File: config.mk
export PLATFORM = sky130hd
export DESIGN_NAME = position_trigger_flat
export DESIGN_NICKNAME = d
export VERILOG_FILES = /design/src/rtl/position_trigger_pkg.sv /design/src/rtl/position_trigger_if.sv /design/src/rtl/position_trigger_pulse_gen.sv /design/src/rtl/position_trigger.sv /design/src/flat_wrapper.sv
export SDC_FILE = /design/constraint.sdc
export NUM_CORES = 1
export LEC_CHECK = 0
export CORE_MARGIN = 3
export CORE_UTILIZATION = 40
export DETAILED_ROUTE_END_ITERATION = 16
export PLACE_DENSITY_LB_ADDON = 0.2
export SLEW_MARGIN = 0
export SYNTH_ARGS = -nofsm -noshare
export SYNTH_HDL_FRONTEND = slang
export SYNTH_HIERARCHICAL = 1
export SYNTH_SLANG_ARGS = --single-unit
File: constraint.sdc
create_clock -name clk -period 8.1 [get_ports clk]
set_input_delay 0.81 -clock clk [delete_from_list [all_inputs] [get_ports clk]]
set_output_delay 0.81 -clock clk [all_outputs]
set_load 0.005 [all_outputs]
File: src/rtl/position_trigger_pkg.sv
// pos_trig_pkg: shared FSM states, direction-mode and direction codes for position_trigger
package pos_trig_pkg;
  typedef enum logic [1:0] {IDLE, TRACK, EMIT, GAP} state_t;
  localparam logic [1:0] MODE_NONE = 2'b00;
  localparam logic [1:0] MODE_FWD = 2'b01;
  localparam logic [1:0] MODE_BWD = 2'b10;
  localparam logic [1:0] MODE_BOTH = 2'b11;
  localparam logic DIR_FWD = 1'b0;
  localparam logic DIR_BWD = 1'b1;
endpackage

File: src/rtl/position_trigger_if.sv
// position_trigger_if: encoder/config inputs (i_*) and trigger/status outputs (o_*) of position_trigger
interface position_trigger_if;
  logic i_sync;
  logic [31:0] i_sync_counter;
  logic i_enable;
  logic [15:0] i_step;
  logic [1:0] i_mode;
  logic i_clr;
  logic o_trig;
  logic o_dir;
  logic [31:0] o_trig_pos;
  logic [31:0] o_trig_count;
  logic o_overrun;
  modport master (
    output i_sync, i_sync_counter, i_enable, i_step, i_mode, i_clr,
    input o_trig, o_dir, o_trig_pos, o_trig_count, o_overrun
  );
  modport slave (
    input i_sync, i_sync_counter, i_enable, i_step, i_mode, i_clr,
    output o_trig, o_dir, o_trig_pos, o_trig_count, o_overrun
  );
endinterface

File: src/rtl/position_trigger_pulse_gen.sv
// trig_pulse_gen: TRIG_LEN-cycle pulse then TRIG_GAP idle cycles from one down-counter
// ports: clk, rst_n, i_start (load), i_abort (kill pulse/gap), o_pulse, o_busy
module trig_pulse_gen #(
  parameter int TRIG_LEN = 4,
  parameter int TRIG_GAP = 1000
) (
  input  logic clk,
  input  logic rst_n,
  input  logic i_start,
  input  logic i_abort,
  output logic o_pulse,
  output logic o_busy
);
  localparam int W = $clog2(TRIG_LEN + TRIG_GAP + 1);
  logic [W-1:0] r_cnt;
  // counter runs LEN+GAP-1 .. 0; o_busy drops on the last gap cycle so the
  // owner can re-evaluate on the very next cycle
  always_ff @(posedge clk or negedge rst_n)
    if (!rst_n) r_cnt <= '0;
    else r_cnt <= i_abort ? '0 : i_start ? W'(TRIG_LEN + TRIG_GAP - 1) : (r_cnt != '0) ? r_cnt - 1'b1 : r_cnt;
  assign o_pulse = r_cnt >= W'(TRIG_GAP);
  assign o_busy = r_cnt != '0;
endmodule

File: src/rtl/position_trigger.sv
// position_trigger: one trigger pulse per programmed step of encoder travel, with catch-up
// ports: clk, rst_n, bus (slave: i_sync/i_sync_counter/i_enable/i_step/i_mode/i_clr in,
//        o_trig/o_dir/o_trig_pos/o_trig_count/o_overrun out)
module position_trigger
  import pos_trig_pkg::*;
#(
  parameter int TRIG_LEN = 4,
  parameter int TRIG_GAP = 1000
) (
  input logic clk,
  input logic rst_n,
  position_trigger_if.slave bus
);
  state_t r_state, w_next;
  logic [31:0] r_cur, r_anchor, r_trig_pos, r_trig_count;
  logic r_dir, r_overrun;
  logic [31:0] w_fwd, w_bwd, w_step, w_new_anchor;
  logic w_f_go, w_b_go, w_start, w_pulse, w_busy, w_track;
  assign w_step = {16'b0, bus.i_step};
  assign w_fwd = r_cur - r_anchor;
  assign w_bwd = r_anchor - r_cur;
  assign w_f_go = (w_step != '0) && !w_fwd[31] && (w_fwd >= w_step);
  assign w_b_go = (w_step != '0) && !w_f_go && !w_bwd[31] && (w_bwd >= w_step);
  assign w_new_anchor = w_f_go ? r_anchor + w_step : r_anchor - w_step;
  assign w_track = bus.i_enable && (r_state == TRACK);
  assign w_start = w_track && ((w_f_go && bus.i_mode[0]) || (w_b_go && bus.i_mode[1]));
  always_comb begin
    w_next = !bus.i_enable ? IDLE :
             (r_state == IDLE) ? TRACK :
             (r_state == TRACK) ? (w_start ? EMIT : TRACK) :
             !w_busy ? TRACK : w_pulse ? EMIT : GAP;
  end
  trig_pulse_gen #(.TRIG_LEN(TRIG_LEN), .TRIG_GAP(TRIG_GAP)) u_pulse (
    .clk(clk), .rst_n(rst_n), .i_start(w_start), .i_abort(!bus.i_enable),
    .o_pulse(w_pulse), .o_busy(w_busy)
  );
  always_ff @(posedge clk or negedge rst_n)
    if (!rst_n) begin
      r_state <= IDLE;
      r_cur <= '0;
      r_anchor <= '0;
      r_trig_pos <= '0;
      r_trig_count <= '0;
      r_dir <= DIR_FWD;
      r_overrun <= 1'b0;
    end else begin
      r_state <= w_next;
      if (bus.i_sync) r_cur <= bus.i_sync_counter;
      if (bus.i_enable && r_state == IDLE) r_anchor <= r_cur;
      else if (w_track) r_anchor <= (w_step == '0) ? r_cur : (w_f_go || w_b_go) ? w_new_anchor : r_anchor;
      if (w_start) begin
        r_trig_pos <= w_new_anchor;
        r_dir <= w_b_go ? DIR_BWD : DIR_FWD;
      end
      if (bus.i_clr) begin
        r_trig_count <= '0;
        r_overrun <= 1'b0;
      end else begin
        if (w_start) r_trig_count <= r_trig_count + 1'b1;
        if (bus.i_sync && (r_state == EMIT || r_state == GAP)) r_overrun <= 1'b1;
      end
    end
  assign bus.o_trig = w_pulse;
  assign bus.o_dir = r_dir;
  assign bus.o_trig_pos = r_trig_pos;
  assign bus.o_trig_count = r_trig_count;
  assign bus.o_overrun = r_overrun;
endmodule

File: src/flat_wrapper.sv
// flat-port wrapper written by rule: the top's interface ports become plain ports
module position_trigger_flat import pos_trig_pkg::*;
#(
  parameter int TRIG_LEN = 4,
  parameter int TRIG_GAP = 1000
)
  (clk, rst_n, bus_i_sync, bus_i_sync_counter, bus_i_enable, bus_i_step, bus_i_mode, bus_i_clr, bus_o_trig, bus_o_dir, bus_o_trig_pos, bus_o_trig_count, bus_o_overrun);
  position_trigger_if bus_i ();
  input logic clk;
  input logic rst_n;
  input wire logic [$bits(bus_i.i_sync)-1:0] bus_i_sync;
  input wire logic [$bits(bus_i.i_sync_counter)-1:0] bus_i_sync_counter;
  input wire logic [$bits(bus_i.i_enable)-1:0] bus_i_enable;
  input wire logic [$bits(bus_i.i_step)-1:0] bus_i_step;
  input wire logic [$bits(bus_i.i_mode)-1:0] bus_i_mode;
  input wire logic [$bits(bus_i.i_clr)-1:0] bus_i_clr;
  output wire logic [$bits(bus_i.o_trig)-1:0] bus_o_trig;
  output wire logic [$bits(bus_i.o_dir)-1:0] bus_o_dir;
  output wire logic [$bits(bus_i.o_trig_pos)-1:0] bus_o_trig_pos;
  output wire logic [$bits(bus_i.o_trig_count)-1:0] bus_o_trig_count;
  output wire logic [$bits(bus_i.o_overrun)-1:0] bus_o_overrun;
  assign bus_i.i_sync = bus_i_sync;
  assign bus_i.i_sync_counter = bus_i_sync_counter;
  assign bus_i.i_enable = bus_i_enable;
  assign bus_i.i_step = bus_i_step;
  assign bus_i.i_mode = bus_i_mode;
  assign bus_i.i_clr = bus_i_clr;
  assign bus_o_trig = bus_i.o_trig;
  assign bus_o_dir = bus_i.o_dir;
  assign bus_o_trig_pos = bus_i.o_trig_pos;
  assign bus_o_trig_count = bus_i.o_trig_count;
  assign bus_o_overrun = bus_i.o_overrun;
  position_trigger #(.TRIG_LEN(TRIG_LEN), .TRIG_GAP(TRIG_GAP)) u_core (.clk(clk), .rst_n(rst_n), .bus(bus_i));
endmodule
==> results of run 1 <==
layer usage:
layer	vias to the layer above	wire length, um
met1	5412	17900
met2	319	16400
met4	0	735
met5	-	0
met3	36	2420
li1	5530	-
cells by family (layout without fill, tap and decap cells):
logic type / after synthesis / in the layout / synth area share (%)
buf+inv: 178 / 294 / 5.66
simple gates: 430 / 430 / 17.0
compound gates: 441 / 441 / 22.0
fa+ha+maj: 131 / 131 / 13.4
xor+xnor: 106 / 106 / 7.51
flops: 142 / 142 / 28.7
mux: 64 / 64 / 5.63
what timing repair did:
action,CTS,global route
resized for setup,5,27
endpoints found under the setup margin,8,24
gates cloned,0,0
pin swaps,0,10
buffers inserted,0,2
sequential cells by signal, indices dropped and copies added (netlist names):
register and count:
u_core/r_cur 32, u_core/bus.o_overrun 1, u_core/u_pulse/r_cnt 10, u_core/bus.o_trig_pos 32, u_core/r_state 2, u_core/bus.o_trig_count 32, u_core/r_anchor 32, u_core/bus.o_dir 1
worst paths after layout:
path	depth (start not counted)	end
setup / recovery	38	u_core/r_anchor[30]
min in group clk	2	u_core/bus.o_trig_pos[27]
hold reg to reg	2	u_core/bus.o_trig_pos[27]
setup reg to reg	38	u_core/r_anchor[30]
hold / removal	1	u_core/u_pulse/r_cnt[6]
max in group asynchronous	2	u_core/bus.o_trig_count[19]
critical path, delay by kind of cell (launching register included):
family                     cells  cell delay, ns
and+or+nand+nor                7            1.30
xor gates and xnor gates       3            0.46
DFF                            1            0.40
buffers and inverters          3            0.34
muxes                          1            0.16
adders and majority gates      4            1.21
AOI/OAI and AO/OA             20            3.58
synth_stat cells, types with 4 or more instances:
cell type,n
nor2b_1,9
o21ai_1,10
a211oi_1,10
nor2_1,122
o31ai_1,16
o21ai_0,94
mux2i_1,32
nor3_1,18
a22oi_1,8
nand2_1,120
nor4_1,6
inv_1,110
xor2_1,28
ha_1,128
o21bai_1,10
a41oi_1,4
a31oi_1,13
xnor2_1,78
nand4_1,32
or3_1,14
dfrtp_1,142
mux2_1,22
nand2b_1,14
o21a_1,14
a21oi_1,165
or4_1,15
a2111oi_0,5
o211ai_1,9
buf_2,16
o22ai_1,4
clkbuf_1,44
and2_1,10
a21oi_2,5
mux2_2,8
a21o_1,37
nand3_1,33
and3_1,15
layout make-up:
| type | count | area share, % |
|---|---|---|
| Clock buffer | 20 | 3.09 |
| Clock inverter | 10 | 1.10 |
| Tap cell | 390 | 3.30 |
| Multi-Input combinational cell | 1172 | 55.9 |
| Sequential cell | 142 | 24.0 |
| Inverter | 113 | 2.87 |
| Timing Repair Buffer | 151 | 9.69 |
per-stage QoR:
stage                     std cells  util [%]  area (um^2)
final                          1998      49.3        14800
after global routing           1998      49.3        14800
after CTS                      1996      48.8        14600
after detailed placement       1966      46.6        14000
after global placement         1966      46.6        14000
after floorplan                1492         -        12400
==> qor.yml, run 1 <==
run:
  maxCapViolations: 0
global_route:
  grtUsageMet2_pct: 33.8
  grt_pass1_wl_um: 60000
  first_global_vias: 11100
  grt_overflow: 0
  grtUsageMet1_pct: 32.8
  grt_start_max_net_pins: 81
  grt.met3_usage_pct: 4.49
  grt_usage_pct: 22.5
  antenna_found_initial: 0
  grt_busiest_layer: "met2"
cts:
  ctsHtreeMaxLevel: 4
  cts_root_buf: "clkbuf_16"
  cts_tree: "done"
  clk_pin_slew_ns: 0.06
  cts.sinks: 142
  clk_latency_ns: 0.42
  ctsHoldBuffers: 0
  cts_buffers: 17
  clk_path_buf_depth: 2
final_layout:
  mostFrequentLayoutCells: "a21oi_1 (162), dfrtp_1 (140), ha_1 (124)"
  register_area_mm2: 0.00356
  antenna_cells: 0
  n_fill_cell: 2870
  drive_above_1_share_pct: 7.40
  multiInputGateArea_mm2: 0.00827
  nets: 1783
  syn2layout_area_growth_pct: 19.6
  layout_commonest_cell: "a21oi_1"
route:
  wl_um: 37400
  ant_nets: 0
  wire_per_inst_um: 18.7
  drcViolationCount: 0
  vias: 11300
  post_drt_via_cell_ratio: 5.65
  drtPass1Iterations: 5
  drt_first_iter_violations: 659
synth:
  yosysWarnings: 6
  syn-cell-area_mm2: 0.0124
  synth_cell_types: 82
  synth-seq-cells: 142
  yosys.area.top_type: "dfrtp_1"
  syn_nets: 1678
  syn_inst: 1492
  ys_top_cells_by_area: "dfrtp_1 (29%), ha_1 (13%), a21oi_1 (6.7%)"
  synth_edf_count: 0
  synth-main-ff-cell: "dfrtp_1"
  yosysTopAreaCellShare_pct: 28.7
  async_flop_share_pct: 100
  synth.avg_cell_area_um2: 8.29
  yosysSeqAreaShare_pct: 28.7
place:
  io_buffers: 121
  gp_congestion: 0.927
  dp_hpwl_um: 29300
  dpl_worst_slack_ns: -0.286
floorplanning:
  fp-row-count: 63
  die_y_um: 182
  io_pins: 122
  start_util_pct: 41.2
  die_area_mm2: 0.0331
  core-area_mm2: 0.0300
  die_w_um: 182
critical_path:
  slowest_stage: "fa_1"
  setup.worst_path.start_class: "register"
  path_max_fanout: 12
  crit_path_frequent_cell: "a21oi_1"
  r2r_setup_slack_ns: 0.46
  critPathArrivalTime_ns: 7.88
  path_class: "reg2reg"
  startpoint: "u_core/r_cur[0]"
  end_kind: "register"
  required_ns: 8.35
  crit-reg2reg-launch: "u_core/r_cur[0]"
  critPathMaxStageDelay_ns: 0.42
outcome:
  status: "finished, final reports clean"
sta:
  holdWs_ns: 0.390
  fin_skew_ns: 0.00746
  setup_slack_ns: 0.462
  fin_crit_ns: 7.64
  fmax_mhz: 131
  slew_headroom_pct: 21.7
  final_hold_viol_count: 0
  tightest_slew_ns: 1.17
  finalSetupTns_ns: 0
  slew_violations: 0
  setup_viol_count_final: 0
  rsz0062_at_grt: "false"
  final.period_utilization_pct: 94.3
min_path:
  hold_class: "in2async"
Power of run 1 is not shown: default switching activity piles up to over one toggle a cycle in this logic, so the estimate is an artifact.
==> run 2, diff against run 1 <==
ABC_AREA = 0   (was not set)
HOLD_SLACK_MARGIN = 0.05   (was not set)
==> results of run 2 <==
The final DEF is identical to that of run 1; final timing and power are the same.
Power of run 2 is left out for the same reason.
==> run 3, diff against run 2 <==
CELL_PAD_IN_SITES_DETAIL_PLACEMENT = 0   (was not set)
CELL_PAD_IN_SITES_GLOBAL_PLACEMENT = 1   (was not set)
CTS_CLUSTER_DIAMETER = 100   (was not set)
==> qor.yml, run 3 (synthesized netlist as in run 1, its figures left out) <==
run:
  maxCapViolations: 0
critical_path:
  critPathArrivalTime_ns: 7.96
  r2r_cells: 39
  end_kind: "register"
  r2r_end: "u_core/r_anchor[30]"
  required_ns: 8.46
  slowest_stage: "dfrtp_1"
  r2r_setup_slack_ns: 0.50
  setup.worst_path.start_class: "register"
  path_max_fanout: 12
  crit-reg2reg-launch: "u_core/r_cur[0]"
  path_class: "reg2reg"
  critPathMaxStageDelay_ns: 0.40
floorplanning:
  fp-row-count: 63
  die_area_mm2: 0.0331
  core-area_mm2: 0.0300
  die_y_um: 182
  io_pins: 122
  start_util_pct: 41.2
  die_w_um: 182
global_route:
  grt_usage_pct: 23.9
  grt_pass1_wl_um: 62700
  grt_start_max_net_pins: 84
  first_global_vias: 11100
  grt_overflow: 0
  antenna_found_initial: 0
final_layout:
  syn2layout_area_growth_pct: 20.4
  mostFrequentLayoutCells: "a21oi_1 (161), dfrtp_1 (141), ha_1 (125)"
  n_fill_cell: 2943
  register_area_mm2: 0.00355
  layout_commonest_cell: "a21oi_1"
  multiInputGateArea_mm2: 0.00828
  antenna_cells: 0
  final_cell_area_mm2: 0.0149
  nets: 1799
  drive_above_1_share_pct: 8.61
cts:
  cts_tree: "done"
  ctsHtreeMaxLevel: 4
  clk_pin_slew_ns: 0.06
  cts_buffers: 17
  clk_path_buf_depth: 2
  cts_root_buf: "clkbuf_16"
  clk_latency_ns: 0.45
  cts.sinks: 142
route:
  drt_first_iter_violations: 750
  ant_nets: 0
  drcViolationCount: 0
  post_drt_via_cell_ratio: 5.66
  vias: 11400
  drtPass1Iterations: 5
  wl_um: 40200
  wire_per_inst_um: 20.0
sta:
  fin_skew_ns: 0.0193
  slew_violations: 0
  tightest_slew_ns: 1.13
  setup_viol_count_final: 0
  fin_crit_ns: 7.60
  fmax_mhz: 132
  rsz0062_at_grt: "true"
  final_hold_viol_count: 0
  final.period_utilization_pct: 93.8
  slew_headroom_pct: 22.7
min_path:
  hold_class: "in2async"
place:
  gp_congestion: 0.934
  io_buffers: 121
  place_area_mm2: 0.0141
  dp_hpwl_um: 31200
outcome:
  status: "finished, final reports clean"
-- run 3: cell count changes in the layout (fill, tap and decap cells not counted), moves of 2 or more --
cell       previous run  this run
inv_6                 1         5
bufinv_16             4         1
buf_4                30        45
clkinv_2              2         0
clkinv_4              1         3
-- run 3: per-layer routing --
layer	routed length (um)	up-vias	share of wire [%]	track usage, %
met5	0	-	0	0
met4	637	0	1.6	6.19
met3	2200	36	5.5	4.01
met2	18100	307	45	37.0
met1	19300	5509	48	34.7
li1	-	5554	-	-
-- run 3: stage by stage --
stage / TNS (ns) / instances / worst slack [ns] / util [%] / hold WS, ns
2_1_floorplan: 0 / 1492 / 0.301 / - / 0.473
3_3_place_gp: 0 / 1977 / 0.162 / 46.9 / 0.468
3_5_place_dp: -0.100 / 1977 / -0.100 / 46.9 / 0.475
4_1_cts: 0 / 2009 / 0.0277 / 48.9 / 0.451
5_1_grt: -0.168 / 2016 / -0.0893 / 49.6 / 0.491
6_report: 0 / 2016 / 0.501 / 49.6 / 0.427
-- run 3: critical path: cells and delay by family (launching register included) --
kind	cells	cell delay, ns
and+or+nand+nor	7	1.30
xor gates and xnor gates	3	0.38
adders and majority gates	4	1.16
buffers and inverters	4	0.50
DFF	1	0.40
AOI/OAI and AO/OA	20	3.50
muxes	1	0.26
-- run 3: area by class of cell --
| class | count | area share (%) |
|---|---|---|
| repair buffers | 167 | 10.5 |
| flip-flops and latches | 142 | 23.9 |
| well taps | 390 | 3.28 |
| clock inverters | 11 | 0.798 |
| inverters | 113 | 2.85 |
| clock buffers | 21 | 3.16 |
| multi-input cells | 1172 | 55.6 |
-- run 3: timing repair --
item | in CTS | in global routing
hold buffers | 0 | 0
setup endpoints to repair | 5 | 22
resized for setup | 4 | 31
pin swaps | 0 | 18
setup buffers | 0 | 7
gates cloned | 0 | 0
-- run 3: how the worst max path moves through the flow --
stage	startpoint	endpoint	slack, ns	cells after the start
after floorplan	u_core/r_anchor[3]	u_core/r_anchor[30]	0.30	35
final	u_core/r_cur[0]	u_core/r_anchor[30]	0.50	39
after global routing	u_core/r_cur[0]	u_core/r_anchor[30]	-0.09	39
after global placement	u_core/r_anchor[4]	u_core/r_anchor[30]	0.16	34
after detailed placement	u_core/r_cur[4]	u_core/r_anchor[30]	-0.10	35
after CTS	u_core/r_cur[4]	u_core/r_anchor[30]	0.03	35
Power of run 3 is left out for the same reason.
==> RTL change 1: new RTL, flow settings as in run 2 <==
`TRIG_LEN` is set to 4 in 3 places; all go to 8.
--- a/src/rtl/position_trigger_pulse_gen.sv
+++ b/src/rtl/position_trigger_pulse_gen.sv
@@ -1,7 +1,7 @@
 // trig_pulse_gen: TRIG_LEN-cycle pulse then TRIG_GAP idle cycles from one down-counter
 // ports: clk, rst_n, i_start (load), i_abort (kill pulse/gap), o_pulse, o_busy
 module trig_pulse_gen #(
-  parameter int TRIG_LEN = 4,
+  parameter int TRIG_LEN = 8,
   parameter int TRIG_GAP = 1000
 ) (
   input  logic clk,
--- a/src/rtl/position_trigger.sv
+++ b/src/rtl/position_trigger.sv
@@ -4,7 +4,7 @@
 module position_trigger
   import pos_trig_pkg::*;
 #(
-  parameter int TRIG_LEN = 4,
+  parameter int TRIG_LEN = 8,
   parameter int TRIG_GAP = 1000
 ) (
   input logic clk,
--- a/src/flat_wrapper.sv
+++ b/src/flat_wrapper.sv
@@ -1,7 +1,7 @@
 // flat-port wrapper written by rule: the top's interface ports become plain ports
 module position_trigger_flat import pos_trig_pkg::*;
 #(
-  parameter int TRIG_LEN = 4,
+  parameter int TRIG_LEN = 8,
   parameter int TRIG_GAP = 1000
 )
   (clk, rst_n, bus_i_sync, bus_i_sync_counter, bus_i_enable, bus_i_step, bus_i_mode, bus_i_clr, bus_o_trig, bus_o_dir, bus_o_trig_pos, bus_o_trig_count, bus_o_overrun);
Function: changed (a bounded check fails within 10 cycles, from zero or initial values and one cycle with rst_n low).
==> RTL change 1 against run 2 <==
Final area fell by 0.10%. Routed wire length rose by 4.0%. Clock skew rose by 0.0070 ns. Critical path depth fell by 3. Sequential cell count did not move. Global-route usage rose by 0.79 points. Setup slack got worse by 0.092 ns. Final cell count rose by 0.30%. Utilization fell by 0.050 points. Die area barely moved. Synthesized area barely moved.
Power is not shown: default switching activity piles up to over one toggle a cycle in this logic, so the estimate is an artifact.
==> RTL change 1: results (changes against run 2) <==
yosys-top-cells-area: "dfrtp_1 29%, ha_1 13%, a21oi_1 6.7%"  # unchanged
drt_iter0_drc: 753  # was 659
status: "completed"  # unchanged
reg2reg_depth: 35  # was 38
grt_usage_pct: 23.24  # was 22.46%
synth.avg_cell_area_sq_um: 8.289  # about the same
hpwlAfterDp_um: 30290  # was 29350 um
nets: 1787  # was 1783
fill_cells: 2882  # was 2870
crit_family: "compound AO/OA/AOI/OAI gates"  # unchanged
cts-root-buf: "clkbuf_16"  # unchanged
crit_slowest_cell: "dfrtp_2"  # was fa_1
maxSlewHeadroom_pct: 18.43  # was 21.67%
grt_first_pass_wirelength_um: 62000  # was 59970 um
synthesis.nets: 1677  # was 1678
skew_ns: 0.01446  # was 0.007457 ns
grt_max_degree: 91  # was 81
ys_seq_area_share_pct: 28.75  # was 28.73%
place_inst: 1970  # was 1966
critical_path.max_fanout: 4  # was 12
drive_above_1_share_pct: 7.683  # was 7.400%
viasPerCell: 5.670  # was 5.654
synth_common_cells: "166 x a21oi_1, 142 x dfrtp_1, 128 x ha_1, 122 x nor2_1, 120 x nand2_1"  # was 165 x a21oi_1, 142 x dfrtp_1, 128 x ha_1, 122 x nor2_1, 120 x nand2_1
critPathArrivalTime_ns: 7.97  # was 7.88 ns
place.gp.congestion: 0.9721  # was 0.9268
[RTL change 1: repair_timing]
| item | CTS | global route |
|---|---|---|
| hold buffers | 0 | 0 |
| gates resized for setup | 3 | 26 |
| setup endpoints to repair | 2 | 21 |
| buffers inserted | 0 | 2 |
| pin swaps | 0 | 11 |
[RTL change 1: per-stage QoR]
step	hold WS, ns	setup WS (ns)	cell area [sq um]	util [%]
2_1_floorplan	0.4733	0.3013	12360	-
3_3_place_gp	0.4703	0.03645	14040	46.75
3_5_place_dp	0.4839	-0.1375	14040	46.75
4_1_cts	0.4978	0.01547	14650	48.76
5_1_grt	0.5162	0.04346	14780	49.20
6_report	0.4850	0.3694	14780	49.20
[RTL change 1: cells by family (layout without fill, tap and decap cells)]
logic type / count (synthesis) / in the layout / share of synthesized area (%)
compound gates: 441 / 441 / 22.04
xor+xnor: 107 / 107 / 7.583
fa+ha+maj: 131 / 131 / 13.44
buf+inv: 178 / 301 / 5.659
flops: 142 / 142 / 28.75
mux: 64 / 64 / 5.629
simple gates: 428 / 428 / 16.90
[RTL change 1: final timing paths]
check / from / end / slack [ns]
hold reg to reg: u_core/bus.o_trig_pos[2]$_DFFE_PN0P_ / u_core/bus.o_trig_pos[2]$_DFFE_PN0P_ / 0.48
max in group asynchronous: rst_n / u_core/r_cur[22]$_DFFE_PN0P_ / 6.38
min in group clk: u_core/bus.o_trig_pos[2]$_DFFE_PN0P_ / u_core/bus.o_trig_pos[2]$_DFFE_PN0P_ / 0.49
setup reg to reg: u_core/r_cur[1]$_DFFE_PN0P_ / u_core/r_anchor[30]$_DFFE_PN0P_ / 0.37
hold / removal: rst_n / u_core/u_pulse/r_cnt[2]$_DFFE_PN0P_ / 0.48
setup / recovery: u_core/r_cur[1]$_DFFE_PN0P_ / u_core/r_anchor[30]$_DFFE_PN0P_ / 0.37
[RTL change 1: area by class of cell]
| cell class | instances | area share, % |
|---|---|---|
| multi-input cells | 1171 | 55.81 |
| flip-flops and latches | 142 | 24.06 |
| repair buffers | 156 | 9.949 |
| well taps | 390 | 3.302 |
| clock buffers | 19 | 3.065 |
| inverters | 113 | 2.870 |
| clock inverters | 13 | 0.9483 |
[RTL change 1: routing by layer]
layer / vias to the layer above / GRT usage, % / share of wire, %
met5: - / 0 / 0
met4: 0 / 5.180 / 1.5
met3: 40 / 4.968 / 6.2
met2: 351 / 35.44 / 44
met1: 5435 / 33.85 / 48
li1: 5537 / - / -
[RTL change 1: worst reg2reg max path: cells and delay by family, from the launching register on]
kind | cells | cell delay, ns
simple gates | 8 | 1.63
flops | 1 | 0.41
xor+xnor | 3 | 0.46
compound gates | 18 | 3.73
buf+inv | 2 | 0.32
mux | 1 | 0.18
fa+ha+maj | 3 | 0.78
==> RTL change 2: new RTL, settings of run 2 <==
Made on the original files. Make the reset (`rst_n`) synchronous in 2 clocked blocks.
--- a/src/rtl/position_trigger_pulse_gen.sv
+++ b/src/rtl/position_trigger_pulse_gen.sv
@@ -15,7 +15,7 @@
   logic [W-1:0] r_cnt;
   // counter runs LEN+GAP-1 .. 0; o_busy drops on the last gap cycle so the
   // owner can re-evaluate on the very next cycle
-  always_ff @(posedge clk or negedge rst_n)
+  always_ff @(posedge clk)
     if (!rst_n) r_cnt <= '0;
     else r_cnt <= i_abort ? '0 : i_start ? W'(TRIG_LEN + TRIG_GAP - 1) : (r_cnt != '0) ? r_cnt - 1'b1 : r_cnt;
   assign o_pulse = r_cnt >= W'(TRIG_GAP);
--- a/src/rtl/position_trigger.sv
+++ b/src/rtl/position_trigger.sv
@@ -34,7 +34,7 @@
     .clk(clk), .rst_n(rst_n), .i_start(w_start), .i_abort(!bus.i_enable),
     .o_pulse(w_pulse), .o_busy(w_busy)
   );
-  always_ff @(posedge clk or negedge rst_n)
+  always_ff @(posedge clk)
     if (!rst_n) begin
       r_state <= IDLE;
       r_cur <= '0;
Behaviour: differs if rst_n is asserted again (counterexample within 4 cycles, from zero or initial values and one cycle with rst_n low); with rst_n held inactive, the same outputs for 4 cycles.
==> RTL change 2 against run 2 <==
Final cell count rose by 9.2%. Synthesized area fell by 0.67%. Critical path depth fell by 2. Sequential cell count did not move. Routed wire length rose by 15%. Final area rose by 3.1%. Setup slack got worse by 0.16 ns. Critical path type unchanged. Critical endpoint is now u_core/r_anchor[30]$_SDFFE_PN0P_.
==> RTL change 2: results (changes against run 2) <==
min_path_type: "reg2reg"  # was in2async
cts-root-buf: "clkbuf_16"  # unchanged
firstDrtPassIters: 5  # unchanged
crit_family: "compound AO/OA/AOI/OAI gates"  # unchanged
fill_cells: 2956  # was 2870
ys_warn_count: 6  # unchanged
skew_ns: 0.01378  # was 0.007457 ns
status: "completed"  # unchanged
reg2reg_to: "u_core/r_anchor[30]$_SDFFE_PN0P_"  # was u_core/r_anchor[30]$_DFFE_PN0P_
holdPathEnd: "u_core/bus.o_trig_pos[21]$_SDFFE_PN0P_"
critical_path.max_fanout: 6  # was 12
reg2reg_depth: 36  # was 38
use_met2_pct: 41.71  # was 33.84%
nets: 1964  # was 1783
worst_slew_pin_slew_ns: 1.148  # was 1.175 ns
synth_fa_ha_area_share_pct: 13.53  # was 13.44%
timing.rr.start: "u_core/r_cur[3]$_SDFFE_PN0P_"  # was u_core/r_cur[0]$_DFFE_PN0P_
drive_above_1_share_pct: 10.72  # was 7.400%
diodes: 0  # unchanged
wirelength_um: 42870  # was 37420 um
ant_nets: 0  # unchanged
grt_first_pass_wirelength_um: 66420  # was 59970 um
clockBufferDepth: 2  # unchanged
critPathArrivalTime_ns: 8.15  # was 7.88 ns
ys_seq_area_share_pct: 23.14  # was 28.73%
hpwlAfterDp_um: 33030  # was 29350 um
drt_iter0_drc: 858  # was 659
synthArstFlopShare_pct: 0  # was 100.0%
crit_slowest_cell: "or4_1"  # was fa_1
hold_start: "u_core/bus.o_trig_pos[21]$_SDFFE_PN0P_"
place_inst: 2133  # was 1966
rrSetupSlack_ns: 0.30  # was 0.46 ns
grt_usage_pct: 25.06  # was 22.46%
clock_latency_ns: 0.44  # was 0.42 ns
fin_cells: 2181  # was 1998
cts_made_buffers: 17  # unchanged
ys_types: 81  # was 82
viasPerCell: 5.742  # was 5.654
muxShareOfSynthArea_pct: 3.514  # was 5.625%
synth_compound_area_share_pct: 24.49  # was 22.05%
cts_resized: 8  # was 5
use_met3_pct: 3.423  # was 4.487%
yosys-top-cells-area: "dfxtp_1 23%, ha_1 13%, nand2_1 6.4%"  # was dfrtp_1 29%, ha_1 13%, a21oi_1 6.7%
place_area_sq_um: 14110  # was 14010 sq um
synth_cells: 1642  # was 1492
dp_slack_ns: -0.09139  # was -0.2861 ns
grt_max_degree: 91  # was 81
grt_pass1_vias: 11950  # was 11050
antenna_found_initial: 0  # unchanged
finalHoldViolCount: 0  # unchanged
synthesis.nets: 1828  # was 1678
port_buffers: 121  # unchanged
synth_common_cells: "210 x nand2_1, 153 x a21oi_1, 150 x nor2_1, 142 x dfxtp_1, 128 x ha_1"  # was 165 x a21oi_1, 142 x dfrtp_1, 128 x ha_1, 122 x nor2_1, 120 x nand2_1
use_met1_pct: 33.41  # was 32.79%
synth-xor-area-share_pct: 6.559  # was 7.507%
multi_input_area_sq_um: 9007  # was 8272 sq um
hold_path_depth: 2
place.gp.congestion: 0.9575  # was 0.9268
-- RTL change 2: cell count changes in the layout (fill, tap and decap cells not counted), moves of 15 or more --
cell,before,now
dfxtp_1,0,134
buf_4,30,70
nand2_1,119,210
o21ai_0,90,63
dfrtp_1,140,0
nor2_1,122,149
a21oi_1,162,145
a311oi_1,1,27
mux2_1,22,0
a211oi_1,10,25
-- RTL change 2: per-layer routing --
layer / part of all wire [%] / vias to the layer above
li1: - / 6142
met1: 45 / 5906
met2: 47 / 396
met3: 4.9 / 80
met4: 3.2 / 0
met5: 0 / -
-- RTL change 2: power groups by stage --
stage | clock network [mW] | registers, mW | logic [mW]
floorplan | 0 | 0.948 | 3.56
global placement | 0 | 0.998 | 4.84
detailed placement | 0 | 1.00 | 4.86
CTS | 0.922 | 0.988 | 4.93
global route | 0.955 | 1.01 | 5.89
finish | 0.905 | 0.992 | 5.37
-- RTL change 2: stage by stage --
step / hold WS [ns] / total power [mW]
finish: 0.4512 / 7.263
global route: 0.4726 / 7.851
CTS: 0.4544 / 6.844
detailed placement: 0.4461 / 5.866
global placement: 0.4436 / 5.843
floorplan: 0.4527 / 4.504
-- RTL change 2: worst min-delay path: cells and delay by family (launching register included) --
family,cells,cell delay [ns]
AO/OA/AOI/OAI,1,0.05
flip-flops,1,0.31
AND/OR/NAND/NOR,1,0.05
-- RTL change 2: worst max-delay path by stage --
| stage | slack (ns) | end | startpoint | cells after the start |
|---|---|---|---|---|
| 2_1_floorplan | 0.39 | u_core/r_anchor[30]$_SDFFE_PN0P_ | u_core/r_cur[3]$_SDFFE_PN0P_ | 36 |
| 3_3_place_gp | -0.04 | u_core/r_anchor[30]$_SDFFE_PN0P_ | u_core/r_cur[3]$_SDFFE_PN0P_ | 35 |
| 3_5_place_dp | -0.09 | u_core/r_anchor[30]$_SDFFE_PN0P_ | u_core/r_cur[0]$_SDFFE_PN0P_ | 37 |
| 4_1_cts | 0.009 | u_core/r_anchor[30]$_SDFFE_PN0P_ | u_core/r_cur[3]$_SDFFE_PN0P_ | 36 |
| 5_1_grt | -0.14 | u_core/r_anchor[30]$_SDFFE_PN0P_ | u_core/r_cur[8]$_SDFFE_PN0P_ | 36 |
| 6_report | 0.30 | u_core/r_anchor[30]$_SDFFE_PN0P_ | u_core/r_cur[3]$_SDFFE_PN0P_ | 36 |
-- RTL change 2: final cells by class --
| cell class | instances | share of cell area (%) |
|---|---|---|
| Clock buffer | 18 | 2.879 |
| Clock inverter | 14 | 1.501 |
| Inverter | 112 | 2.756 |
| Multi-Input combinational cell | 1310 | 59.05 |
| Sequential cell | 142 | 18.73 |
| Tap cell | 390 | 3.199 |
| Timing Repair Buffer | 195 | 11.88 |
